$ cat config.mk
export PLATFORM = sky130hd
export DESIGN_NAME = booth_mult16
export DESIGN_NICKNAME = d
export VERILOG_FILES = /design/src/rtl/mult_pkg.sv /design/src/rtl/twos_comp.sv /design/src/rtl/booth_mult16.sv
export SDC_FILE = /design/constraint.sdc
export NUM_CORES = 1
export LEC_CHECK = 0
export ABC_AREA = 0
export BUFFER_PORTS_ARGS = -buffer_cell sky130_fd_sc_hd__buf_2
export CORE_AREA = 2 2 101 103
export DETAILED_ROUTE_END_ITERATION = 10
export DIE_AREA = 0 0 103 105
export PLACE_DENSITY = 0.69
export SYNTH_ARGS = -nofsm -noshare
export SYNTH_HDL_FRONTEND = slang
export SYNTH_SLANG_ARGS = --single-unit
$ cat constraint.sdc
create_clock -name clk -period 19.7 [get_ports clk]
set_input_delay 0.985 -clock clk [delete_from_list [all_inputs] [get_ports clk]]
set_output_delay 0.985 -clock clk [all_outputs]
set_load 0.005 [all_outputs]
$ cat src/rtl/mult_pkg.sv
// Shared definitions for the iterative Booth multiplier: datapath width,
// step count, FSM state encoding and Booth select encodings.
package mult_pkg;

  localparam int MULT_W     = 16;
  localparam int MULT_STEPS = 16;

  typedef enum logic [1:0] {
    IDLE = 2'd0,
    RUN  = 2'd1,
    DONE = 2'd2
  } state_t;

  // Booth select is {Q[0], q_1}; 01 adds M, 10 subtracts M, others shift only
  localparam logic [1:0] BOOTH_ADD = 2'b01;
  localparam logic [1:0] BOOTH_SUB = 2'b10;

endpackage

$ cat src/rtl/twos_comp.sv
// 16-bit ripple-carry add/sub unit. With addsub=1 the Y operand is inverted
// and the carry-in is forced high, so sum = X - Y; otherwise sum = X + Y + Cin.
// overflow flags a signed result that does not fit in MULT_W bits.
module twos_comp
  import mult_pkg::*;
(
  input  logic [MULT_W-1:0] X,
  input  logic [MULT_W-1:0] Y,
  input  logic              Cin,
  input  logic              addsub,
  output logic [MULT_W-1:0] sum,
  output logic              Cout,
  output logic              overflow
);

  logic [MULT_W-1:0] yEff;
  logic [MULT_W:0]   carry;

  // Ripple chain: one full adder per bit, carry passed upward
  always_comb begin
    sum      = '0;
    carry    = '0;
    yEff     = Y ^ {MULT_W{addsub}};
    carry[0] = Cin | addsub;
    for (int i = 0; i < MULT_W; i++) begin
      sum[i]       = X[i] ^ yEff[i] ^ carry[i];
      carry[i+1]   = (X[i] & yEff[i]) | (carry[i] & (X[i] ^ yEff[i]));
    end
  end

  assign Cout     = carry[MULT_W];
  assign overflow = carry[MULT_W] ^ carry[MULT_W-1];

endmodule

$ cat src/rtl/booth_mult16.sv
// Iterative 16x16 signed radix-2 Booth multiplier with start/busy/done
// handshake. One Booth step per cycle through a shared ripple add/sub unit;
// the 32-bit product is registered when the 16th step completes.
// Optional macro BOOTH_MULT_OVF_FLAG_EN adds a registered ovf16 output that
// flags products which do not fit in a signed 16-bit value.
module booth_mult16
  import mult_pkg::*;
(
  input  logic                  clk,
  input  logic                  reset,
  input  logic                  start,
  input  logic [MULT_W-1:0]     multiplicand,
  input  logic [MULT_W-1:0]     multiplier,
  output logic                  busy,
  output logic                  done,
  output logic [2*MULT_W-1:0]   product
`ifdef BOOTH_MULT_OVF_FLAG_EN
  ,
  output logic                  ovf16
`endif
);

  state_t              state_q, state_d;
  logic [MULT_W-1:0]   acc_q, acc_d;
  logic [MULT_W-1:0]   mplr_q, mplr_d;
  logic                qMinus1_q, qMinus1_d;
  logic [MULT_W-1:0]   mcand_q, mcand_d;
  logic [4:0]          count_q, count_d;
  logic [2*MULT_W-1:0] product_q, product_d;

  logic [1:0]          boothSel;
  logic                doArith;
  logic                addSub;
  logic [MULT_W-1:0]   addSum;
  logic                addOvf;
  logic                coutUnused;
  logic [MULT_W-1:0]   accNext;
  logic                shiftSign;
  logic                lastStep;

  twos_comp u_addsub (
    .X        (acc_q),
    .Y        (mcand_q),
    .Cin      (1'b0),
    .addsub   (addSub),
    .sum      (addSum),
    .Cout     (coutUnused),
    .overflow (addOvf)
  );

  // Booth step datapath: pick add/sub/none and derive the true sign for the
  // arithmetic shift (adder overflow corrects the sign so M = -32768 is exact)
  always_comb begin
    boothSel  = {mplr_q[0], qMinus1_q};
    doArith   = (boothSel == BOOTH_ADD) || (boothSel == BOOTH_SUB);
    addSub    = (boothSel == BOOTH_SUB);
    accNext   = doArith ? addSum : acc_q;
    shiftSign = doArith ? (addSum[MULT_W-1] ^ addOvf) : acc_q[MULT_W-1];
    lastStep  = (state_q == RUN) && (count_q == 5'(MULT_STEPS - 1));
  end

  // Next-state logic for the FSM, operand/shift registers, counter and product
  always_comb begin
    state_d   = state_q;
    acc_d     = acc_q;
    mplr_d    = mplr_q;
    qMinus1_d = qMinus1_q;
    mcand_d   = mcand_q;
    count_d   = count_q;
    product_d = product_q;
    case (state_q)
      IDLE: begin
        if (start) begin
          acc_d     = '0;
          mplr_d    = multiplier;
          qMinus1_d = 1'b0;
          mcand_d   = multiplicand;
          count_d   = '0;
          state_d   = RUN;
        end
      end
      RUN: begin
        acc_d     = {shiftSign, accNext[MULT_W-1:1]};
        mplr_d    = {accNext[0], mplr_q[MULT_W-1:1]};
        qMinus1_d = mplr_q[0];
        count_d   = count_q + 5'd1;
        if (lastStep) begin
          state_d   = DONE;
          product_d = {acc_d, mplr_d};
        end
      end
      DONE: begin
        state_d = IDLE;
      end
      default: begin
        state_d = IDLE;
      end
    endcase
  end

  // State and datapath registers with synchronous reset
  always_ff @(posedge clk) begin
    if (reset) begin
      state_q   <= IDLE;
      acc_q     <= '0;
      mplr_q    <= '0;
      qMinus1_q <= 1'b0;
      mcand_q   <= '0;
      count_q   <= '0;
      product_q <= '0;
    end else begin
      state_q   <= state_d;
      acc_q     <= acc_d;
      mplr_q    <= mplr_d;
      qMinus1_q <= qMinus1_d;
      mcand_q   <= mcand_d;
      count_q   <= count_d;
      product_q <= product_d;
    end
  end

  assign busy    = (state_q != IDLE);
  assign done    = (state_q == DONE);
  assign product = product_q;

`ifdef BOOTH_MULT_OVF_FLAG_EN
  logic ovf16_q, ovf16_d;

  // Flag a product whose upper 17 bits are not all equal, refreshed with product
  always_comb begin
    ovf16_d = ovf16_q;
    if (lastStep) begin
      ovf16_d = !((&product_d[2*MULT_W-1:MULT_W-1]) || !(|product_d[2*MULT_W-1:MULT_W-1]));
    end
  end

  // Overflow flag register
  always_ff @(posedge clk) begin
    if (reset) begin
      ovf16_q <= 1'b0;
    end else begin
      ovf16_q <= ovf16_d;
    end
  end

  assign ovf16 = ovf16_q;
`endif

endmodule

==> impl_metrics.csv <==
group,metric,value,unit
grt,gr-total-overflow,0,
setup_path,crit_arrival,7920,ps
synth,synth_edf_count,0,
synth,synth-seq-cells,88,
place,dp.cells,564,
detailed_routing,routed_wirelength,8246,um
synth,syn_area,3915,um2
flow_run,drv_cap,0,
power_and_ir_drop,p_total,362.9,uW
cells_and_area,fillCellCount,939,
setup_path,slowest_stage,"ha_1",
detailed_routing,firstDrtPassIters,4,
synth,ys_types,47,
grt,track_usage,16.36,%
sta,max_freq,129.6,MHz
setup_path,critPathRequiredTime,19900,ps
clock_network,cts-hold-fix-buffers,0,
floorplan,initial_core_util,40.62,%
synth,syn-instance-count,389,
clock_network,clock_latency,350,ps
sta,tightest_slew,1123,ps
place,place_hpwl,5579,um
floorplan,die_w,103,um
cells_and_area,drive_gt1_share,21.92,%
grt,grt_max_degree,61,
synth,yosys-top-cells-area,"dfxtp_1 45%, fa_1 8.2%, o2bb2ai_1 6.3%",
place,place.gp.congestion,0.7758,
power_and_ir_drop,p_per_area,80.98,nW/um2
clock_network,cts_root_buf,"clkbuf_8",
clock_network,cts_setup_buffers,0,
setup_path,critPathMaxFanout,16,
sta,fin_crit,7715,ps
grt,antenna_found_initial,0,
power_and_ir_drop,peakVddDrop,32.48,uV
floorplan,pin_count,69,
detailed_routing,dr_total_vias,2887,
clock_network,clk_path_buf_depth,2,
place,placed_cell_area,4275,um2
synth,synth_ff_type,"dfxtp_1",
sta,slew_headroom,25.12,%
hold_path,min_path_type,"flip-flop to flip-flop",
status,status,"completed",
synth,ys_async_sr_fraction,0,%
setup_path,crit_path_start_kind,"flip-flop",
clock_network,numClockSinks,88,
synth,synth_commonest_cells,"88 x dfxtp_1, 52 x nand2_1, 36 x a21oi_1",
sta,setup_viol,0,
floorplan,die_area,10820,um2
detailed_routing,drc,0,
clock_network,cts_tree,"done",
clock_network,cts_resized,0,
cells_and_area,syn2layout_area_growth,14.48,%
place,pre_cts_slack,12000,ps
sta,worst_slack,11980,ps
synth,ys_seq_area_share,45.00,%
setup_path,crit_type,"flip-flop to flip-flop",
setup_path,critPathCaptureType,"flip-flop",
clock_network,clk_pin_slew,80,ps
clock_network,cts_buffers,9,
setup_path,cpPeakStageDelay,660,ps
place,numPortBuffers,68,
clock_network,htreeDepth,3,
cells_and_area,n_antenna_cell,0,
sta,drv_slew,0,
sta,grt_setup_unrepaired,"false",
setup_path,crit_chain,"ha_1 > xor2_1 > fa_1 > fa_1 > fa_1 > fa_1 > fa_1 > fa_1 > fa_1 > fa_1 > fa_1 > fa_1 > fa_1 > fa_1 > fa_1 > inv_1 > fa_1 > inv_1 > fa_1 > mux2i_1 > o22ai_1 > nor2b_1",
synth,yosys.area.top_type,"dfxtp_1",
sta,fin_crit_sh,39.16,%
synth,ys_warn_count,0,
setup_path,cpMostUsedCell,"fa_1",
sta,finClkSkew,6.840,ps
detailed_routing,drt_iter0_drc,110,
sta,finalSetupTns,0,ps
synth,syn_nets,443,
cells_and_area,layout.cells.non_filler,580,
detailed_routing,ant_nets,0,
cells_and_area,fin_nets,496,
detailed_routing,wl_per_cell,14.22,um
grt,grt_pass1_vias,2848,
synth,synth_top_area_share,45.00,%
floorplan,row_count,36,
floorplan,core-area,9639,um2
floorplan,die_height,105,um
setup_path,critPathTopFamily,"adder cells",
detailed_routing,post_drt_via_cell_ratio,4.978,
power_and_ir_drop,p_leak,0.002000,uW
cells_and_area,design_area,4482,um2
sta,hold_violations,0,
grt,grt_pass1_wl,13880,um
setup_path,worst-path-buf-inv,2,
synth,avgSynthCellArea,10.06,um2
synth,synth.most_common_cell,"dfxtp_1",
registers in the layout, summed over array words and instances (netlist names):
signal,flops
mplr_q,16
count_q,5
acc_q,16
product,32
qMinus1_q,1
state_q,2
mcand_q,16
worst reg2reg max path: stages, from the launching register on:
cell	delay (ps)
dfxtp_1	370
ha_1	660
xor2_1	190
fa_1	450
fa_1	390
fa_1	400
fa_1	390
fa_1	400
fa_1	420
fa_1	400
fa_1	400
fa_1	400
fa_1	390
fa_1	390
fa_1	390
fa_1	360
inv_1	70
fa_1	190
inv_1	60
fa_1	420
mux2i_1	170
o22ai_1	90
nor2b_1	160
placed cells by master, fill, tap and decap left out, types with 11 or more instances in the layout:
cell       count
fa_1          16
nand2_1       52
dfxtp_1       88
mux2i_1       14
nor2_1        19
o2bb2ai_1     28
clkbuf_8      11
a211oi_1      15
xor2_1        14
a22o_1        15
a21oi_1       36
nor2b_1       16
buf_2         68
final timing paths:
check	endpoint	slack [ps]	from	depth (start not counted)
max	acc_q[14]	11980	mplr_q[0]	22
min	product[19]	470	product[19]	1
max reg2reg	acc_q[14]	11980	mplr_q[0]	22
min reg2reg	product[19]	470	product[19]	1
layout make-up:
class	count	area (um2)	area share, %
well taps	133	166.4	3.713
inverters	6	27.53	0.6142
clock buffers	11	151.4	3.378
clock inverters	5	55.05	1.228
multi-input cells	265	1949	43.50
repair buffers	72	370.4	8.264
flip-flops and latches	88	1762	39.31
kinds of logic after synthesis:
group	synth area share, %
simple gates	13.30
compound gates	19.82
flops	45.00
buf+inv	5.305
fa+ha+maj	9.140
xor+xnor	3.580
mux	3.867
where the power goes:
part / internal (uW) / switching [uW]
combinational: 18.1 / 28.2
sequential: 184 / 5.32
clock: 65.1 / 62.0
per-layer routing:
layer	track usage [%]	share of wire (%)	up-vias
met3	2.676	4.7	10
met4	7.989	2.0	0
li1	-	-	1460
met1	23.00	48	1364
met5	0	0	-
met2	24.17	45	53
stage by stage:
stage	hold WS [ps]	util, %
4_1_cts	467.8	46.50
6_report	467.0	46.50
3_3_place_gp	444.6	44.35
3_5_place_dp	444.5	44.35
2_1_floorplan	447.9	-
5_1_grt	481.1	46.50
Note: power is estimated with default switching activity, not from simulation.
